`src/rtl/led_pwm_pkg.sv`:
```
// LED PWM bank shared definitions.
// Mode encodings, register map and CTRL bit positions.
package led_pwm_pkg;

  typedef enum logic [1:0] {
    MODE_OFF     = 2'd0,
    MODE_PWM     = 2'd1,
    MODE_BLINK   = 2'd2,
    MODE_BREATHE = 2'd3
  } mode_e;

  localparam logic [6:0] ADDR_ID    = 7'h00;
  localparam logic [6:0] ADDR_PRESC = 7'h01;
  localparam logic [6:0] ADDR_CTRL  = 7'h02;
  localparam logic [6:0] ADDR_BLINK = 7'h03;
  localparam logic [6:0] CH_BASE    = 7'h10;
  localparam int         CH_STRIDE  = 4;
  localparam logic [1:0] OFS_MODE   = 2'd0;
  localparam logic [1:0] OFS_DUTY   = 2'd1;

  localparam int CTRL_EN      = 0;
  localparam int CTRL_RESTART = 1;

  function automatic logic [6:0] ch_addr(input int n, input logic [1:0] ofs);
    return CH_BASE + 7'(CH_STRIDE * n) + 7'(ofs);
  endfunction

endpackage

```
`src/rtl/led_pwm_bank_if.sv`:
```
// Register bus between the SPI slave and the LED PWM bank.
// Writes are single-cycle strobes; rdat follows addr combinationally.
interface led_pwm_bank_if;
  logic        we;
  logic [6:0]  addr;
  logic [31:0] wdat;
  logic [31:0] rdat;

  modport master (output we, addr, wdat, input rdat);
  modport slave  (input we, addr, wdat, output rdat);
endinterface

```
`src/rtl/led_pwm_chan.sv`:
```
// One LED channel: mode, duty shadow/active, breathe ramp
// and the registered PWM output.
module led_pwm_chan
  import led_pwm_pkg::*;
#(
  parameter int PWM_W = 8
) (
  input  logic             clk,
  input  logic             reset,
  input  logic             en_i,
  input  logic             restart_i,
  input  logic             frame_end_i,
  input  logic             blink_ph_i,
  input  logic [PWM_W-1:0] pwm_cnt_i,
  input  logic             mode_we_i,
  input  logic             duty_we_i,
  input  logic [PWM_W-1:0] wdat_i,
  output mode_e            mode_o,
  output logic [PWM_W-1:0] duty_o,
  output logic             pwm_o
);

  mode_e            mode_q, mode_d;
  logic [PWM_W-1:0] shad_q, shad_d;
  logic [PWM_W-1:0] act_q, act_d;
  logic [PWM_W-1:0] ramp_q, ramp_d;
  logic [PWM_W-1:0] cmp;
  logic             dn_q, dn_d;
  logic             out_q, out_d;

  always_comb begin
    mode_d = mode_we_i ? mode_e'(wdat_i[1:0]) : mode_q;
    shad_d = duty_we_i ? wdat_i : shad_q;
    // shad_d already carries a same-cycle write into the frame load
    act_d  = frame_end_i ? shad_d : act_q;
    ramp_d = ramp_q;
    dn_d   = dn_q;
    if (!en_i || restart_i ||
        (mode_we_i && mode_d == MODE_BREATHE)) begin
      ramp_d = '0;
      dn_d   = 1'b0;
    end else if (frame_end_i) begin
      if (!dn_q) begin
        if (ramp_q < act_q) ramp_d = ramp_q + 1'b1;
        else                dn_d   = 1'b1;
      end else begin
        if (ramp_q != '0) ramp_d = ramp_q - 1'b1;
        else              dn_d   = 1'b0;
      end
    end
    cmp   = (mode_q == MODE_BREATHE) ? ramp_q : act_q;
    out_d = en_i && (mode_q != MODE_OFF) &&
            (pwm_cnt_i < cmp) &&
            ((mode_q != MODE_BLINK) || blink_ph_i);
  end

  always_ff @(posedge clk or posedge reset) begin
    if (reset) begin
      mode_q <= MODE_OFF;
      shad_q <= '0;
      act_q  <= '0;
      ramp_q <= '0;
      dn_q   <= 1'b0;
      out_q  <= 1'b0;
    end else begin
      mode_q <= mode_d;
      shad_q <= shad_d;
      act_q  <= act_d;
      ramp_q <= ramp_d;
      dn_q   <= dn_d;
      out_q  <= out_d;
    end
  end

  assign mode_o = mode_q;
  assign duty_o = shad_q;
  assign pwm_o  = out_q;

endmodule

```
`src/rtl/led_pwm_bank.sv`:
```
// Multi-channel LED PWM/blink/breathe controller with a shared
// prescaler, frame counter and blink phase.
module led_pwm_bank
  import led_pwm_pkg::*;
#(
  parameter int          NCH       = 3,
  parameter int          PWM_W     = 8,
  parameter int          PRESC_W   = 16,
  parameter int          PRESC_DEF = 46,
  parameter int          BLINK_DEF = 23,
  parameter logic [31:0] BASE_ID   = 32'h1CE50200
) (
  input  logic               clk,
  input  logic               reset,
  led_pwm_bank_if.slave      bus,
  output logic [NCH-1:0]     pwm_o,
  output logic               frame_o
);

  logic [PRESC_W-1:0] presc_q, presc_d;
  logic [PRESC_W-1:0] pcnt_q, pcnt_d;
  logic [15:0]        blink_q, blink_d;
  logic [15:0]        bcnt_q, bcnt_d;
  logic [PWM_W-1:0]   cnt_q, cnt_d;
  logic               en_q, en_d;
  logic               ph_q, ph_d;
  logic               frame_q;
  logic               wr_presc, wr_ctrl, wr_blink;
  logic               restart, tick, frame_end;
  logic               unused_wdat;

  assign wr_presc  = bus.we && (bus.addr == ADDR_PRESC);
  assign wr_ctrl   = bus.we && (bus.addr == ADDR_CTRL);
  assign wr_blink  = bus.we && (bus.addr == ADDR_BLINK);
  assign restart   = wr_ctrl && bus.wdat[CTRL_RESTART];
  assign tick      = en_q && (pcnt_q == '0);
  assign frame_end = tick && (cnt_q == '1);
  assign unused_wdat = ^bus.wdat;

  always_comb begin
    presc_d = wr_presc ? bus.wdat[PRESC_W-1:0] : presc_q;
    blink_d = wr_blink ? bus.wdat[15:0] : blink_q;
    en_d    = wr_ctrl ? bus.wdat[CTRL_EN] : en_q;
    pcnt_d  = pcnt_q;
    cnt_d   = cnt_q;
    bcnt_d  = bcnt_q;
    ph_d    = ph_q;
    if (!en_q || restart) begin
      pcnt_d = '0;
      cnt_d  = '0;
      bcnt_d = '0;
      ph_d   = 1'b0;
    end else begin
      if (tick) begin
        pcnt_d = presc_q;
        cnt_d  = cnt_q + 1'b1;
      end else begin
        pcnt_d = pcnt_q - 1'b1;
      end
      if (frame_end) begin
        if (bcnt_q == blink_q) begin
          bcnt_d = '0;
          ph_d   = ~ph_q;
        end else begin
          bcnt_d = bcnt_q + 1'b1;
        end
      end
    end
  end

  always_ff @(posedge clk or posedge reset) begin
    if (reset) begin
      presc_q <= PRESC_W'(PRESC_DEF);
      blink_q <= 16'(BLINK_DEF);
      en_q    <= 1'b0;
      pcnt_q  <= '0;
      cnt_q   <= '0;
      bcnt_q  <= '0;
      ph_q    <= 1'b0;
      frame_q <= 1'b0;
    end else begin
      presc_q <= presc_d;
      blink_q <= blink_d;
      en_q    <= en_d;
      pcnt_q  <= pcnt_d;
      cnt_q   <= cnt_d;
      bcnt_q  <= bcnt_d;
      ph_q    <= ph_d;
      frame_q <= frame_end;
    end
  end

  assign frame_o = frame_q;

  mode_e            ch_mode [NCH];
  logic [PWM_W-1:0] ch_duty [NCH];
  logic [NCH-1:0]   mode_we, duty_we;

  for (genvar n = 0; n < NCH; n++) begin : g_ch
    assign mode_we[n] = bus.we && (bus.addr == ch_addr(n, OFS_MODE));
    assign duty_we[n] = bus.we && (bus.addr == ch_addr(n, OFS_DUTY));

    led_pwm_chan #(.PWM_W(PWM_W)) u_chan (
      .clk         (clk),
      .reset       (reset),
      .en_i        (en_q),
      .restart_i   (restart),
      .frame_end_i (frame_end),
      .blink_ph_i  (ph_q),
      .pwm_cnt_i   (cnt_q),
      .mode_we_i   (mode_we[n]),
      .duty_we_i   (duty_we[n]),
      .wdat_i      (bus.wdat[PWM_W-1:0]),
      .mode_o      (ch_mode[n]),
      .duty_o      (ch_duty[n]),
      .pwm_o       (pwm_o[n])
    );
  end

  always_comb begin
    bus.rdat = '0;
    case (bus.addr)
      ADDR_ID:    bus.rdat = BASE_ID;
      ADDR_PRESC: bus.rdat = 32'(presc_q);
      ADDR_CTRL:  bus.rdat = {31'b0, en_q};
      ADDR_BLINK: bus.rdat = {16'b0, blink_q};
      default:    ;
    endcase
    for (int n = 0; n < NCH; n++) begin
      if (bus.addr == ch_addr(n, OFS_MODE)) bus.rdat = {30'b0, ch_mode[n]};
      if (bus.addr == ch_addr(n, OFS_DUTY)) bus.rdat = 32'(ch_duty[n]);
    end
  end

endmodule

```
`src/flat_wrapper.sv`:
```
// flat-port wrapper written by rule: the top's interface ports become plain ports
module led_pwm_bank_flat import led_pwm_pkg::*;
#(
  parameter int          NCH       = 3,
  parameter int          PWM_W     = 8,
  parameter int          PRESC_W   = 16,
  parameter int          PRESC_DEF = 46,
  parameter int          BLINK_DEF = 23,
  parameter logic [31:0] BASE_ID   = 32'h1CE50200
)
  (clk, reset, pwm_o, frame_o, bus_we, bus_addr, bus_wdat, bus_rdat);
  led_pwm_bank_if bus_i ();
  input  logic clk;
  input  logic reset;
  output logic [NCH-1:0] pwm_o;
  output logic frame_o;
  input wire logic [$bits(bus_i.we)-1:0] bus_we;
  input wire logic [$bits(bus_i.addr)-1:0] bus_addr;
  input wire logic [$bits(bus_i.wdat)-1:0] bus_wdat;
  output wire logic [$bits(bus_i.rdat)-1:0] bus_rdat;
  assign bus_i.we = bus_we;
  assign bus_i.addr = bus_addr;
  assign bus_i.wdat = bus_wdat;
  assign bus_rdat = bus_i.rdat;
  led_pwm_bank #(.NCH(NCH), .PWM_W(PWM_W), .PRESC_W(PRESC_W), .PRESC_DEF(PRESC_DEF), .BLINK_DEF(BLINK_DEF), .BASE_ID(BASE_ID)) u_core (.clk(clk), .reset(reset), .bus(bus_i), .pwm_o(pwm_o), .frame_o(frame_o));
endmodule
```
`config.mk`:
```
export PLATFORM = sky130hd
export DESIGN_NAME = led_pwm_bank_flat
export DESIGN_NICKNAME = d
export VERILOG_FILES = /design/src/rtl/led_pwm_pkg.sv /design/src/rtl/led_pwm_bank_if.sv /design/src/rtl/led_pwm_chan.sv /design/src/rtl/led_pwm_bank.sv /design/src/flat_wrapper.sv
export SDC_FILE = /design/constraint.sdc
export NUM_CORES = 1
export LEC_CHECK = 0
export ABC_AREA = 1
export CAP_MARGIN = 20
export CORE_UTILIZATION = 45
export CTS_CLUSTER_DIAMETER = 40
export DETAILED_ROUTE_END_ITERATION = 7
export GPL_TIMING_DRIVEN = 0
export PLACE_DENSITY = 0.61
export SLEW_MARGIN = 20
export SYNTH_ARGS = -nofsm -noshare
export SYNTH_HDL_FRONTEND = slang
export SYNTH_SLANG_ARGS = --single-unit
```
`constraint.sdc`:
```
create_clock -name clk -period 8.85 [get_ports clk]
set_clock_uncertainty 0.2 [all_clocks]
set_input_delay 1.77 -clock clk [delete_from_list [all_inputs] [get_ports clk]]
set_output_delay 1.77 -clock clk [all_outputs]
set_load 0.02 [all_outputs]
```
==> flow_summary.ini <==
[outcome]
outcome = finished, violations left
violations = DRC

[worst_setup_path]
crit_fanout = 10
criticalPathCategory = in -> out
cp_data_arrival_time_ns = 4.49
cp-start-kind = input port
setup.worst_path.end_class = output pin
ff2ff_path_depth = 9
worst-endpoint-required_ns = 6.88

[routing]
route.final.wire_length_mm = 28.53
ant_nets = 0
dr_total_vias = 9118
drt_iter0_markers = 639
routed_via_density = 5.386
drtPass1Iterations = 8
routed_wire_length_per_instance_um = 16.85
drc = 6

[synth]
synth_warnings = 0
post_synth_num_cell_types = 47
top_post_synthesis_cells_by_area = sky130_fd_sc_hd__dfrtp_1 (37%), sky130_fd_sc_hd__nand2_1 (12%), sky130_fd_sc_hd__ha_1 (7.9%)
postSynthAreaPerCell_um2 = 7.706
synthArstFlopShare_pct = 100.0
synth_largest_type_area_fraction_pct = 37.12
ys_dominant_reg_cell = sky130_fd_sc_hd__dfrtp_1
synth_area_mm2 = 0.01018
synth-edff-count = 0
postSynthRegisterBits = 159
yosysTopAreaCell = sky130_fd_sc_hd__dfrtp_1
synth_sequential_area_ratio_pct = 39.18
syn-instance-count = 1321

[pwr]
pwr_density_cell_mw_per_mm2 = 161.6
internal_power_mw = 1.258
largest_vdd_supply_drop_v = 0.0001161
power.net_switching_mw = 0.6263
share_comb_of_total_power_pct = 19.5
clock_power_share_pct = 37.3
power_frac_seq_pct = 43.2
p_sw_share_pct = 33.23
leakage_nw = 5.805

[floorplan]
die_w_um = 152.4
num_rows = 54
floorplan.io_pins = 78
placeableCoreArea_mm2 = 0.02203
dieArea_mm2 = 0.02323
die-height_um = 152.4
initial_utilization_pct = 46.22

[global_routing]
number_of_antenna_violations_at_the_first_check_in_global_routing = 0
overflow = 0
via_count_of_the_first_global_routing_pass = 8676
grt_max_degree = 82
groute.layer.met2.usage_pct = 41.30
groute.layer.met3.usage_pct = 3.896
groute.usage.overall_pct = 25.51
grt_pass1_wl_mm = 46.39
globalRouteMet1Util_pct = 35.07
top_usage_layer = met2

[clock_tree]
tritoncts = yes
clock-sinks = 159
post_cts.resized_instances = 0
cts-root-to-sink-buffers = 2
post-cts-setup-buffer-count = 0
worstSkewPairLatency_ns = 0.44
cts_hold_buf = 0
cts_made_buffers = 17
cts.reportedPaths.clkPinSlew_ns = 0.07
clk_root_buffer_cell = sky130_fd_sc_hd__clkbuf_16
htreeDepth = 4

[timing]
worst_slew_margin_rel_pct = 56.53
final-max-slew-violation-count = 0
final.setup.worst_slack_ns = 2.390
final_hold_viol_count = 0
period_utilization_pct = 72.99
fmax_mhz = 154.8
worst_slew_pin_slew_ns = 0.6497
rsz0062_at_grt = no
final.setup.tns_ns = 0
final-setup-viol-count = 0
fin_crit_ns = 6.460

[cells_and_area]
insertedDiodeCount = 0
num-fill-cells = 2139
areaGrowthSynthToFinish_pct = 14.59
post-route-util_pct = 52.96
most-common-layout-cells = sky130_fd_sc_hd__nand2_1 (315), sky130_fd_sc_hd__dfrtp_1 (151), sky130_fd_sc_hd__inv_1 (140)
area.sequential_mm2 = 0.003989
final_area_mm2 = 0.01166
layout.cells.most_common = sky130_fd_sc_hd__nand2_1
footprint_of_the_multi_input_gates_mm2 = 0.005374
share_of_final_layout_standard_cells_stronger_than_drive_strength_1_pct = 8.422
layout.nets = 1509

[place]
placed_area_mm2 = 0.01111
dpl.hpwl_mm = 21.63
gp_congestion = 0.8872
portBuffers = 52
placement.setup.worst_slack_ns = 2.414

[job]
drv_cap = 0

[worst_hold_path]
min_delay_path_depth = 1
hold_crit_path_type = reg -> reg
[layout make-up]
type / instances / share of cell area (%)
Sequential cell: 159 / 34.20
Clock inverter: 15 / 1.094
Multi-Input combinational cell: 971 / 46.07
Buffer: 52 / 2.521
Timing Repair Buffer: 53 / 4.698
Inverter: 146 / 4.773
Clock buffer: 17 / 3.647
Tap cell: 280 / 3.003
[flip-flops by register name, summed over array words and instances, names as in the netlist]
name / count
u_core.bcnt_q: 16
u_core.blink_q: 16
u_core.cnt_q: 8
u_core.en_q: 1
u_core.frame_o: 1
u_core.g_ch.u_chan.act_q: 24
u_core.g_ch.u_chan.dn_q: 3
u_core.g_ch.u_chan.duty_o: 24
u_core.g_ch.u_chan.mode_o: 6
u_core.g_ch.u_chan.pwm_o: 3
u_core.g_ch.u_chan.ramp_q: 24
u_core.pcnt_q: 16
u_core.ph_q: 1
u_core.presc_q: 16
[through the flow]
stage | hold WS [ns] | cells | total power, mW
finish | 0.2581 | 1693 | 1.885
global route | 0.2632 | 1693 | 1.983
CTS | 0.2552 | 1693 | 1.896
detailed placement | 0.2445 | 1661 | 1.193
global placement | 0.2438 | 1660 | 1.187
floorplan | 0.2244 | 1328 | 1.081
[cell usage after synthesis (4+ instances only)]
cell,count
sky130_fd_sc_hd__a21oi_1,77
sky130_fd_sc_hd__a22o_1,5
sky130_fd_sc_hd__a22oi_1,6
sky130_fd_sc_hd__a31oi_1,9
sky130_fd_sc_hd__buf_2,15
sky130_fd_sc_hd__buf_4,19
sky130_fd_sc_hd__clkbuf_1,16
sky130_fd_sc_hd__dfrtp_1,151
sky130_fd_sc_hd__dfstp_2,8
sky130_fd_sc_hd__ha_1,64
sky130_fd_sc_hd__inv_1,141
sky130_fd_sc_hd__inv_2,4
sky130_fd_sc_hd__nand2_1,315
sky130_fd_sc_hd__nand2_2,8
sky130_fd_sc_hd__nand3_1,81
sky130_fd_sc_hd__nand3_4,4
sky130_fd_sc_hd__nand4_1,46
sky130_fd_sc_hd__nor2_1,100
sky130_fd_sc_hd__nor2_2,6
sky130_fd_sc_hd__nor3_1,21
sky130_fd_sc_hd__nor3_4,4
sky130_fd_sc_hd__nor4_1,7
sky130_fd_sc_hd__o21a_1,6
sky130_fd_sc_hd__o21ai_0,114
sky130_fd_sc_hd__o21ai_1,11
sky130_fd_sc_hd__o21ai_2,6
sky130_fd_sc_hd__xnor2_1,25
sky130_fd_sc_hd__xor2_1,23
[critical path, cell delays in order]
cell and delay (ns):
sky130_fd_sc_hd__clkdlybuf4s50_1 0.50, sky130_fd_sc_hd__inv_1 0.11, sky130_fd_sc_hd__nand2_1 0.12, sky130_fd_sc_hd__nor2_1 0.15, sky130_fd_sc_hd__nand2_1 0.14, sky130_fd_sc_hd__nor2_2 0.33
sky130_fd_sc_hd__clkbuf_1 0.42, sky130_fd_sc_hd__a22oi_1 0.19, sky130_fd_sc_hd__nand4_1 0.14, sky130_fd_sc_hd__clkdlybuf4s50_1 0.62
[kinds of logic (layout without fill, tap and decap cells)]
family          after synthesis  after routing  synth area share [%]
flops                       159            159                 39.18
compound gates              242            242                 12.93
xor+xnor                     48             48                 4.130
simple gates                606            606                 26.98
other cells                   1              8               0.03684
fa+ha+maj                    67             67                 8.456
buf+inv                     198            283                 8.284
[path summary, 6_finish.rpt]
check / startpoint / end / slack, ns
setup / recovery: bus_addr[3] / bus_rdat[6] / 2.39
hold / removal: u_core.pcnt_q[0] / u_core.pcnt_q[0] / 0.26
setup reg to reg: u_core.pcnt_q[0] / u_core.bcnt_q[13] / 6.20
hold reg to reg: u_core.pcnt_q[0] / u_core.pcnt_q[0] / 0.26
max in group asynchronous: reset / u_core.g_ch[1].u_chan.act_q[3] / 6.05
min in group asynchronous: reset / u_core.bcnt_q[1] / 1.61
[power by group through the flow]
stage          logic, mW  clock network (mW)  registers, mW
2_1_floorplan      0.269                   0          0.812
3_3_place_gp       0.360                   0          0.827
3_5_place_dp       0.366                   0          0.827
4_1_cts            0.369               0.714          0.814
5_1_grt            0.417               0.746          0.819
6_report           0.368               0.702          0.814
[layer usage]
layer / routed length, µm / up-vias
met4: 656 / 0
met1: 13380 / 4323
met3: 1207 / 39
met5: 0 / -
li1: - / 4537
met2: 13290 / 219
(Power assumes the default switching activity.)
